File: config.mk
export PLATFORM = sky130hd
export DESIGN_NAME = ps2_host_tx
export DESIGN_NICKNAME = d
export VERILOG_FILES = /design/src/rtl/ps2_host_tx.sv
export SDC_FILE = /design/constraint.sdc
export NUM_CORES = 1
export LEC_CHECK = 0
export BUFFER_PORTS_ARGS = -buffer_cell sky130_fd_sc_hd__buf_4
export CORE_ASPECT_RATIO = 0.75
export CORE_UTILIZATION = 43
export DETAILED_ROUTE_END_ITERATION = 12
export HOLD_SLACK_MARGIN = 0.1
export PLACE_DENSITY_LB_ADDON = 0.12
export SLEW_MARGIN = 20
export SYNTH_ARGS = -nofsm -noshare
export SYNTH_HDL_FRONTEND = slang
export SYNTH_SLANG_ARGS = --single-unit
File: constraint.sdc
create_clock -name CLOCK_50 -period 3.2 [get_ports CLOCK_50]
set_clock_uncertainty 0.15 [all_clocks]
set_input_delay 0.64 -clock CLOCK_50 [delete_from_list [all_inputs] [get_ports CLOCK_50]]
set_output_delay 0.64 -clock CLOCK_50 [all_outputs]
set_load 0.005 [all_outputs]
File: src/rtl/ps2_host_tx.sv
// PS/2 host-to-device command transmitter: inhibits the clock, asserts the start bit, then shifts
// one byte plus odd parity out on device clock falling edges and checks the device ACK.
module ps2_host_tx #(
    parameter int unsigned INHIBIT_CYCLES = 5000,
    parameter int unsigned TIMEOUT_CYCLES = 750000
) (
    input  logic       CLOCK_50,
    input  logic       reset,
    input  logic       start,
    input  logic [7:0] tx_data,
    input  logic       ps2_clk_in,
    input  logic       ps2_dat_in,
    output logic       ps2_clk_oe,
    output logic       ps2_dat_oe,
    output logic       busy,
    output logic       done,
    output logic       ack_err,
    output logic       timeout
);

    localparam int unsigned InhW = $clog2(INHIBIT_CYCLES + 1);
    localparam int unsigned ToW  = $clog2(TIMEOUT_CYCLES + 1);

    typedef enum logic [2:0] {
        StIdle,
        StInhibit,
        StReq,
        StData,
        StParity,
        StStop,
        StWaitIdle
    } state_e;

    state_e            state_q, state_d;
    logic [1:0]        clk_sync_q, clk_sync_d;
    logic [1:0]        dat_sync_q, dat_sync_d;
    logic              clk_prev_q, clk_prev_d;
    logic [7:0]        shreg_q, shreg_d;
    logic              parity_q, parity_d;
    logic [3:0]        bitcnt_q, bitcnt_d;
    logic [InhW-1:0]   inh_cnt_q, inh_cnt_d;
    logic [ToW-1:0]    to_cnt_q, to_cnt_d;
    logic              ack_flag_q, ack_flag_d;
    logic              clk_oe_q, clk_oe_d;
    logic              dat_oe_q, dat_oe_d;
    logic              busy_q, busy_d;
    logic              done_q, done_d;
    logic              ack_err_q, ack_err_d;
    logic              timeout_q, timeout_d;

    logic              clk_s;
    logic              dat_s;
    logic              fe;
    logic              in_xfer;

    assign clk_s   = clk_sync_q[1];
    assign dat_s   = dat_sync_q[1];
    assign fe      = clk_prev_q & ~clk_s;
    assign in_xfer = (state_q == StReq) || (state_q == StData) || (state_q == StParity) ||
                     (state_q == StStop) || (state_q == StWaitIdle);

    always_comb begin
        state_d    = state_q;
        clk_sync_d = {clk_sync_q[0], ps2_clk_in};
        dat_sync_d = {dat_sync_q[0], ps2_dat_in};
        clk_prev_d = clk_s;
        shreg_d    = shreg_q;
        parity_d   = parity_q;
        bitcnt_d   = bitcnt_q;
        inh_cnt_d  = inh_cnt_q;
        to_cnt_d   = to_cnt_q;
        ack_flag_d = ack_flag_q;
        clk_oe_d   = clk_oe_q;
        dat_oe_d   = dat_oe_q;
        busy_d     = busy_q;
        done_d     = 1'b0;
        ack_err_d  = 1'b0;
        timeout_d  = 1'b0;

        if (in_xfer) begin
            to_cnt_d = to_cnt_q + ToW'(1);
        end

        case (state_q)
            StIdle: begin
                clk_oe_d = 1'b0;
                dat_oe_d = 1'b0;
                busy_d   = 1'b0;
                if (start) begin
                    state_d    = StInhibit;
                    busy_d     = 1'b1;
                    clk_oe_d   = 1'b1;
                    shreg_d    = tx_data;
                    parity_d   = ~^tx_data;
                    bitcnt_d   = 4'd0;
                    inh_cnt_d  = '0;
                    ack_flag_d = 1'b0;
                end
            end
            StInhibit: begin
                if (inh_cnt_q == InhW'(INHIBIT_CYCLES - 1)) begin
                    state_d  = StReq;
                    clk_oe_d = 1'b0;
                    dat_oe_d = 1'b1;
                    to_cnt_d = '0;
                end else begin
                    inh_cnt_d = inh_cnt_q + InhW'(1);
                end
            end
            StReq: begin
                if (fe) begin
                    dat_oe_d = ~shreg_q[0];
                    bitcnt_d = 4'd1;
                    state_d  = StData;
                end
            end
            StData: begin
                if (fe) begin
                    if (bitcnt_q == 4'd8) begin
                        dat_oe_d = ~parity_q;
                        state_d  = StParity;
                    end else begin
                        shreg_d  = {1'b0, shreg_q[7:1]};
                        dat_oe_d = ~shreg_q[1];
                        bitcnt_d = bitcnt_q + 4'd1;
                    end
                end
            end
            StParity: begin
                if (fe) begin
                    dat_oe_d = 1'b0;
                    state_d  = StStop;
                end
            end
            StStop: begin
                if (fe) begin
                    ack_flag_d = dat_s;
                    state_d    = StWaitIdle;
                end
            end
            StWaitIdle: begin
                if (clk_s && dat_s) begin
                    done_d    = 1'b1;
                    ack_err_d = ack_flag_q;
                    busy_d    = 1'b0;
                    state_d   = StIdle;
                end
            end
            default: state_d = StIdle;
        endcase

        // Timeout overrides any normal completion in the same cycle.
        if (in_xfer && (to_cnt_q == ToW'(TIMEOUT_CYCLES - 1))) begin
            clk_oe_d  = 1'b0;
            dat_oe_d  = 1'b0;
            done_d    = 1'b1;
            timeout_d = 1'b1;
            ack_err_d = 1'b0;
            busy_d    = 1'b0;
            to_cnt_d  = '0;
            state_d   = StIdle;
        end
    end

    always_ff @(posedge CLOCK_50) begin
        if (reset) begin
            state_q    <= StIdle;
            clk_sync_q <= 2'b11;
            dat_sync_q <= 2'b11;
            clk_prev_q <= 1'b1;
            shreg_q    <= '0;
            parity_q   <= 1'b0;
            bitcnt_q   <= '0;
            inh_cnt_q  <= '0;
            to_cnt_q   <= '0;
            ack_flag_q <= 1'b0;
            clk_oe_q   <= 1'b0;
            dat_oe_q   <= 1'b0;
            busy_q     <= 1'b0;
            done_q     <= 1'b0;
            ack_err_q  <= 1'b0;
            timeout_q  <= 1'b0;
        end else begin
            state_q    <= state_d;
            clk_sync_q <= clk_sync_d;
            dat_sync_q <= dat_sync_d;
            clk_prev_q <= clk_prev_d;
            shreg_q    <= shreg_d;
            parity_q   <= parity_d;
            bitcnt_q   <= bitcnt_d;
            inh_cnt_q  <= inh_cnt_d;
            to_cnt_q   <= to_cnt_d;
            ack_flag_q <= ack_flag_d;
            clk_oe_q   <= clk_oe_d;
            dat_oe_q   <= dat_oe_d;
            busy_q     <= busy_d;
            done_q     <= done_d;
            ack_err_q  <= ack_err_d;
            timeout_q  <= timeout_d;
        end
    end

    assign ps2_clk_oe = clk_oe_q;
    assign ps2_dat_oe = dat_oe_q;
    assign busy       = busy_q;
    assign done       = done_q;
    assign ack_err    = ack_err_q;
    assign timeout    = timeout_q;

endmodule

# Word-level counts from Yosys, hierarchy flattened
# Index checks and enable logic that the tools add are counted.
[op_classes] add_sub_neg=3 eq_ne=19 muxes=42 n_bitwise=7 n_reduce_logical=25
[op_table] op="two-way mux 20 bit" n=3
[op_table] op="two-way mux 13 bit" n=2
[op_table] op="case mux 13 bit (2 select lines)" n=1
[op_table] op="two-way mux 3 bit" n=8
[op_table] op="two-way mux 8 bit" n=3
[op_table] op="case mux 3 bit (7 select lines)" n=1
[op_table] op="adder 20 x 1 -> 20 bit, second input constant" n=1
[op_table] op="== test 20 bit, second input constant" n=1
[op_table] op="two-way mux 4 bit" n=4
[op_table] op="!= test 2 bit, second input constant" n=8
[op_table] op="case mux 8 bit (2 select lines)" n=1
[op_table] op="two-way mux 1 bit" n=14
[op_table] op="adder 13 x 1 -> 13 bit, second input constant" n=1
[op_table] op="== test 13 bit, second input constant" n=1
[op_table] op="case mux 4 bit (3 select lines)" n=1
[op_table] op="AND reduction 5 bit" n=2
[op_table] op="== test 3 bit, second input constant" n=3
[op_table] op="AND reduction 8 bit" n=1
[op_table] op="nonzero test 2 bit" n=4
[op_table] op="XNOR reduction 8 bit" n=1
[op_table] op="== test 3 x 2 -> 1 bit, second input constant" n=2
[op_table] op="inverter 1 bit" n=6
[op_table] op="case mux 1 bit (2 select lines)" n=3
[op_table] op="AND reduction 2 bit" n=3
[op_table] op="other kinds (15)" n=21
[word_totals] regBits=61 in_bits=13 out_inout_bits=6 word_cells=112

# Depth between registers and ports, before layout
# Gate-level depths: netlist of run 1.
[depth] depth_word=8 ltp_mapped=9

# Worst setup path before layout of run 1
# OpenSTA, ideal clock, no wires.
[synth_timing] path_type="input port to flip-flop" startpoint="input start" endpoint="register inh_cnt_q[12]" setup_ns=0.125 arrival_time_ns=1.962 t_required_ns=2.925 setup_slack_ns=0.963 cell_stages=6 n_path_buf=1 path_cell_list="or4b_4 > buf_6 > a21oi_4 > or3b_1 > xor2_1 > nor2_2"
[synth_between] elab_chain_cells=2
[synth_rtl] element="start: declaration" line_no="9" source="input logic start,"
[synth_rtl] element="!= test 2 bit (no line)"
[synth_rtl] element="AND reduction 3 bit (no line)"
[synth_rtl] element="end signal: assignment" line_no="191" source="inh_cnt_q <= inh_cnt_d;"
[synth_rtl] element="end: declaration" line_no="41" source="logic [InhW-1:0] inh_cnt_q, inh_cnt_d;"
# Every way passes these cells.
# A chain may end at the register's enable or synchronous reset.

# Worst setup path after layout of run 1
[layout_timing] startpoint="register state_q[2]" endpoint="register to_cnt_q[7]"
[layout_between] elab_chain_cells=8 elab_cells_between_ends=15 classes_between="6 x eq/ne; 3 x mux; 6 x reduce/logical"
[layout_rtl] element="start: declaration" line_no="34" source="state_e state_q, state_d;"
[layout_rtl] element="start signal: assignment" line_no="167" source="state_q <= StIdle;"
[layout_rtl] element="start signal: assignment" line_no="184" source="state_q <= state_d;"
[layout_rtl] element="== test 3 x 2 -> 1 bit" line_no="59" source="assign in_xfer = (state_q == StReq) || (state_q == StData) || (state_q == StParity) ||"
[layout_rtl] element="logical OR 1 bit (3 in series)" line_no="59"
[layout_rtl] element="logical OR 1 bit" line_no="60" source="(state_q == StStop) || (state_q == StWaitIdle);"
[layout_rtl] element="two-way mux 20 bit" line_no="80" source="if (in_xfer) begin"
[layout_rtl] element="two-way mux 20 bit" line_no="101" source="if (inh_cnt_q == InhW'(INHIBIT_CYCLES - 1)) begin"
[layout_rtl] element="two-way mux 20 bit" line_no="84" source="case (state_q)"
[layout_rtl] element="end signal: assignment" line_no="192" source="to_cnt_q <= to_cnt_d;"
[layout_rtl] element="end: declaration" line_no="42" source="logic [ToW-1:0] to_cnt_q, to_cnt_d;"
# Parallel ways exist; a longest one is shown, timed or not.

==> impl_metrics.json, run 1 <==
{
  "synthCells": 354,
  "drtIter0Drc": 97,
  "netlist_area_sq_um": 2940,
  "cpPeakStageDelay_ns": 0.65,
  "clk_latency_ns": 0.33,
  "dr_total_vias": 2429,
  "dp_hpwl_um": 4210,
  "cts_root_buf": "clkbuf_8",
  "synth-edff-count": 0,
  "cts.sinks": 61,
  "arrival_ns": 2.72,
  "synth_cell_types": 49,
  "finalPower_mw": 1.95,
  "synth_top_area_share": 0.415,
  "status": "complete, no violations",
  "cts_setup_buffers": 0,
  "layout.cells.non_filler": 453,
  "hp-start": "clk_sync_q[0]$_SDFF_PP1_",
  "utilization": 0.510,
  "ys_ff_latch": 61,
  "crit_slowest_cell": "dfxtp_1",
  "cts_resized": 0,
  "hold_buffers": 0,
  "yosys.area.top_type": "dfxtp_1",
  "track_usage": 0.187,
  "synthesis.nets": 371,
  "drt-pass1-iter-count": 4,
  "htreeDepth": 3,
  "async_reset_ff_frac": 0,
  "grt_max_degree": 25,
  "synth_area_leaders": "dfxtp_1 42%, nor2_1 6.8%, xnor2_1 6.0%, xor2_1 4.8%, nand2_1 4.7%",
  "tns_ns": 0,
  "r2r-start": "state_q[2]$_SDFFE_PP0P_",
  "grt_first_pass_wirelength_um": 10600,
  "crit_chain": "o21ai_0 -> nor4_1 -> nand4_1 -> nand3_1 -> buf_4 -> nor2_1",
  "rrSetupSlack_ns": 0.56,
  "setup_violations": 0,
  "ir_worst_vdd_uv": 276,
  "whs_path_depth": 1,
  "ios": 19,
  "grt_overflow": 0,
  "p_per_area_nw_per_um2": 594,
  "diodes": 0,
  "wl_um": 6050,
  "crit_fanout": 18,
  "die_h_um": 73.6,
  "place_congestion": 0.785,
  "layout_common_cells": "61 x dfxtp_1, 53 x nor2_1, 37 x nand2_1",
  "timing.rr.end": "to_cnt_q[7]$_SDFF_PP0_",
  "fillCellCount": 618,
  "end_kind": "flop",
  "rsz0062_at_grt": "false",
  "reg2regPathDepth": 6,
  "fp.dieW_um": 97.5,
  "area_growth_pct": 11.6,
  "drive_gt1_frac": 0.126,
  "relSlewSlack": 0.517,
  "hold_class": "reg -> reg",
  "max_freq_mhz": 379,
  "grt_antenna_before_repair": 0,
  "p_leak_nw": 1.18,
  "ys.flop_type": "dfxtp_1",
  "slew_violations": 0,
  "cts_tree": "done",
  "drtAntennaViolNets": 0,
  "worst_pin_slew_ns": 0.720,
  "critPathRequiredTime_ns": 3.28,
  "coreArea_sq_um": 6440,
  "cts_made_buffers": 9,
  "post-route-min-period_ns": 2.64,
  "mostFrequentLayoutCell": "dfxtp_1",
  "grt_pass1_vias": 2272,
  "via_per_inst": 5.36,
  "path_clk_slew_ns": 0.07,
  "port_buffers": 18,
  "clockBufferDepth": 2,
  "crit_type": "reg -> reg",
  "rows": 25,
  "maxCapViolations": 0,
  "hold_viol": 0,
  "nets": 386,
  "placed_cells": 439,
  "startpoint_type": "flop",
  "period_share": 0.824,
  "wire_per_inst_um": 13.3,
  "route.detailed.drc": 0,
  "whs_endpoint": "clk_sync_q[1]$_SDFF_PP1_",
  "start_util": 0.457,
  "ys_seq_area_frac": 0.415,
  "synth_area_per_cell_sq_um": 8.31,
  "dieArea_sq_um": 7180,
  "yosysWarnings": 0
}
[where the power goes]
group / switching [mW] / internal [mW]
clock network: 0.282 / 0.312
logic: 0.248 / 0.188
registers: 0.0868 / 0.833
total: 0.617 / 1.33
[layer usage]
metal	global-route usage	wire length, um	share of wire	vias to the layer above
met2	0.266	2310	0.38	41
li1	-	-	-	1254
met5	0	0	0	-
met4	0.0735	86	0.014	0
met1	0.267	3410	0.56	1126
met3	0.0514	234	0.039	8
[critical path: cells and delay by family (launching register included)]
family	cells	cell delay [ns]
and+or+nand+nor	4	1.17
DFF	1	0.65
AOI/OAI and AO/OA	1	0.29
buffers and inverters	1	0.26
[flip-flops by register name, indices dropped and copies added (netlist names), 2 cells and up]
signal      count
shreg_q         8
to_cnt_q       20
state_q         3
clk_sync_q      2
inh_cnt_q      13
dat_sync_q      2
bitcnt_q        4
[how the worst max path moves through the flow]
stage | start | endpoint | slack (ns) | cells past startpoint
after floorplan | start | inh_cnt_q[12]$_SDFFE_PP0P_ | 0.96 | 6
after global placement | state_q[2]$_SDFFE_PP0P_ | to_cnt_q[10]$_SDFF_PP0_ | 0.81 | 6
after detailed placement | state_q[2]$_SDFFE_PP0P_ | to_cnt_q[7]$_SDFF_PP0_ | 0.60 | 6
after CTS | state_q[2]$_SDFFE_PP0P_ | to_cnt_q[7]$_SDFF_PP0_ | 0.59 | 6
after global routing | state_q[2]$_SDFFE_PP0P_ | to_cnt_q[12]$_SDFF_PP0_ | 0.33 | 6
final | state_q[2]$_SDFFE_PP0P_ | to_cnt_q[7]$_SDFF_PP0_ | 0.56 | 6
[layout make-up]
class	count	area, sq um	area share
inverter	11	41.3	0.0126
timing repair buffer	22	165	0.0503
multi-input combinational	264	1590	0.484
tap	81	101	0.0309
sequential	61	1220	0.372
clock inverter	2	10.0	0.00305
clock buffer	12	155	0.0473
[Yosys cell counts (all sizes together), types with 6 or more instances]
cell type	count
xnor2	20
nand2	37
nand3	21
nor3	8
a311oi	7
o21ai	13
nand4	12
a21oi	17
buf	6
nor2	54
inv	11
dfxtp	61
clkbuf	12
xor2	16
[through the flow]
step	setup WS (ns)	cell area (sq um)	hold WS, ns
3_5_place_dp	0.603	3120	0.243
3_3_place_gp	0.805	3120	0.243
6_report	0.562	3280	0.258
5_1_grt	0.333	3280	0.271
4_1_cts	0.589	3280	0.260
2_1_floorplan	0.963	2940	0.239
[logic make-up (layout without fill, tap and decap cells)]
group                    after synthesis  in the layout  share of synthesized area
multiplexers                           4              4                     0.0136
buffers and inverters                 29             47                     0.0447
adder cells (fa/ha/maj)                4              4                     0.0170
AO/OA/AOI/OAI                         48             48                      0.104
XOR/XNOR                              36             36                      0.107
flip-flops                            61             61                      0.415
AND/OR/NAND/NOR                      172            172                      0.298
Power figures use the tool's default switching activity.
==> run 2, diff against run 1 <==
- clock period: 3.2 -> 2.1 ns (I/O delays scaled with it)
==> run 2 against run 1 <==
Effect of this change:
- sequential cell count unchanged
- maximum frequency up 30%
- combinational power rose by 92%
- routed wire length grew 3.7%
- via count grew 3.1%
- first-iteration DRC count increased by 7.2%
- global-route usage down 0.59 points
- cell count up 5.3%
- sequential share of layout area down 2.6 points
- clock power is 84% higher
==> impl_metrics.json, run 2 (synthesis results as in run 1) <==
{
  "status": "complete, no violations",
  "seq_power_share": 0.413,
  "busiest_layer": "met2",
  "crit_slowest_cell": "or4b_4",
  "design_area_sq_um": 3530,
  "top_regs": "to_cnt_q (20), inh_cnt_q (13), shreg_q (8)",
  "wl_um": 6270,
  "maxCapViolations": 0,
  "tns_ns": 0,
  "cts_root_buf": "clkbuf_8",
  "dpl-instance-area_sq_um": 3290,
  "period_share": 0.963,
  "htreeDepth": 3,
  "max_freq_mhz": 494,
  "regMostFlops": "to_cnt_q",
  "dieArea_sq_um": 7180,
  "dr_total_vias": 2504,
  "slew_violations": 0,
  "area_growth_pct": 19.9,
  "rows": 25,
  "grtUsageMet3": 0.0428,
  "relSlewSlack": 0.723,
  "drtIter0Drc": 104,
  "crit_type": "reg -> reg",
  "clockBufferDepth": 2,
  "ir_worst_vdd_uv": 576,
  "clk_latency_ns": 0.32,
  "setup_violations": 0,
  "grt_pass1_vias": 2263,
  "port_buffers": 18,
  "drt-pass1-iter-count": 5,
  "coreArea_sq_um": 6440,
  "p_leak_nw": 1.33,
  "start_util": 0.457,
  "combPwrFrac": 0.254,
  "crit_chain": "or4b_4 -> a21oi_4 -> or3b_1 -> xor2_1 -> nor2_2",
  "grt_overflow": 0,
  "intPower_mw": 2.30,
  "grt_first_pass_wirelength_um": 10500,
  "crit_fanout": 7,
  "p_clk_frac": 0.333,
  "track_usage": 0.181,
  "via_per_inst": 5.25,
  "place_congestion": 0.772,
  "drtAntennaViolNets": 0,
  "hold_class": "in -> reg",
  "met1_usage": 0.262,
  "worst_pin_slew_ns": 0.412,
  "diodes": 0,
  "grt_antenna_before_repair": 0,
  "cts_tree": "done",
  "arrival_ns": 2.09,
  "use_met2": 0.266,
  "switching_share": 0.298,
  "fillCellCount": 640,
  "route.detailed.drc": 0,
  "cts_made_buffers": 9,
  "critPathRequiredTime_ns": 2.17,
  "cpPeakStageDelay_ns": 0.62,
  "rsz0062_at_grt": "false",
  "critical-path-top-delay-family": "simple AND/OR/NAND/NOR gates",
  "nets": 408,
  "post-route-min-period_ns": 2.02,
  "dp_hpwl_um": 4370,
  "die_h_um": 73.6,
  "layout_common_cells": "61 x dfxtp_1, 53 x nor2_1, 42 x buf_4",
  "path_clk_slew_ns": 0.07,
  "wire_per_inst_um": 13.2,
  "ios": 19,
  "p_sw_mw": 0.977,
  "largest_reg_flops": 20,
  "drive_gt1_frac": 0.187,
  "cp_num_buf_inv": 0,
  "hold_viol": 0,
  "p_per_area_nw_per_um2": 931,
  "mostFrequentLayoutCell": "dfxtp_1",
  "cts.sinks": 61,
  "fp.dieW_um": 97.5,
  "worst_hold_slack_ns": 0.134,
  "startpoint_type": "flop",
  "grt_max_degree": 25,
  "end_kind": "flop"
}
==> run 2: cell types whose count changed in the layout (fill, tap and decap cells not counted), moves of 2 or more <==
cell / before / now
buf_4: 22 / 42
bufinv_16: 0 / 2
clkbuf_8: 11 / 9
or4b_1: 2 / 0
or4b_4: 1 / 3
==> run 2: final timing paths <==
path,startpoint,endpoint,slack [ns],depth (start not counted)
worst max-delay path,state_q[2]$_SDFFE_PP0P_,inh_cnt_q[12]$_SDFFE_PP0P_,0.08,5
worst min register to register,clk_sync_q[0]$_SDFF_PP1_,clk_sync_q[1]$_SDFF_PP1_,0.25,1
worst min-delay path,ps2_clk_in,clk_sync_q[0]$_SDFF_PP1_,0.13,2
worst max register to register,state_q[2]$_SDFFE_PP0P_,inh_cnt_q[12]$_SDFFE_PP0P_,0.08,5
==> run 2: area by class of cell <==
| class | count | area, sq um | share of cell area |
|---|---|---|---|
| Clock inverter | 5 | 75.1 | 0.0213 |
| Multi-Input combinational cell | 265 | 1620 | 0.460 |
| Sequential cell | 61 | 1220 | 0.346 |
| Tap cell | 81 | 101 | 0.0287 |
| Clock buffer | 11 | 131 | 0.0373 |
| Inverter | 11 | 41.3 | 0.0117 |
| Timing Repair Buffer | 43 | 335 | 0.0951 |
==> run 2: stage by stage <==
stage | total power, mW | util | worst slack (ns) | instances
5_1_grt | 3.49 | 0.547 | 0.00144 | 477
6_report | 3.28 | 0.547 | 0.0771 | 477
3_5_place_dp | 2.18 | 0.510 | 0.0309 | 460
2_1_floorplan | 1.93 | - | 0.0105 | 354
4_1_cts | 3.29 | 0.542 | 0.0628 | 476
3_3_place_gp | 2.17 | 0.510 | 0.0637 | 460
==> run 2: power groups by stage <==
stage	registers (mW)	logic, mW	clock network [mW]
final	1.35	0.835	1.09
after CTS	1.35	0.808	1.13
after global placement	1.38	0.795	0
after floorplan	1.36	0.579	0
after global routing	1.37	0.930	1.18
after detailed placement	1.38	0.804	0
==> run 2: per-layer routing <==
| metal | part of all wire | vias to the layer above | wire, um |
|---|---|---|---|
| li1 | - | 1296 | - |
| met1 | 0.55 | 1164 | 3470 |
| met2 | 0.40 | 38 | 2540 |
| met3 | 0.034 | 6 | 213 |
| met4 | 0.0091 | 0 | 57 |
| met5 | 0 | - | 0 |
==> run 2: timing repair <==
action | CTS | global route
setup buffers | 0 | 0
gates resized for setup | 0 | 6
setup endpoints to repair | 0 | 33
hold buffers | 0 | 0
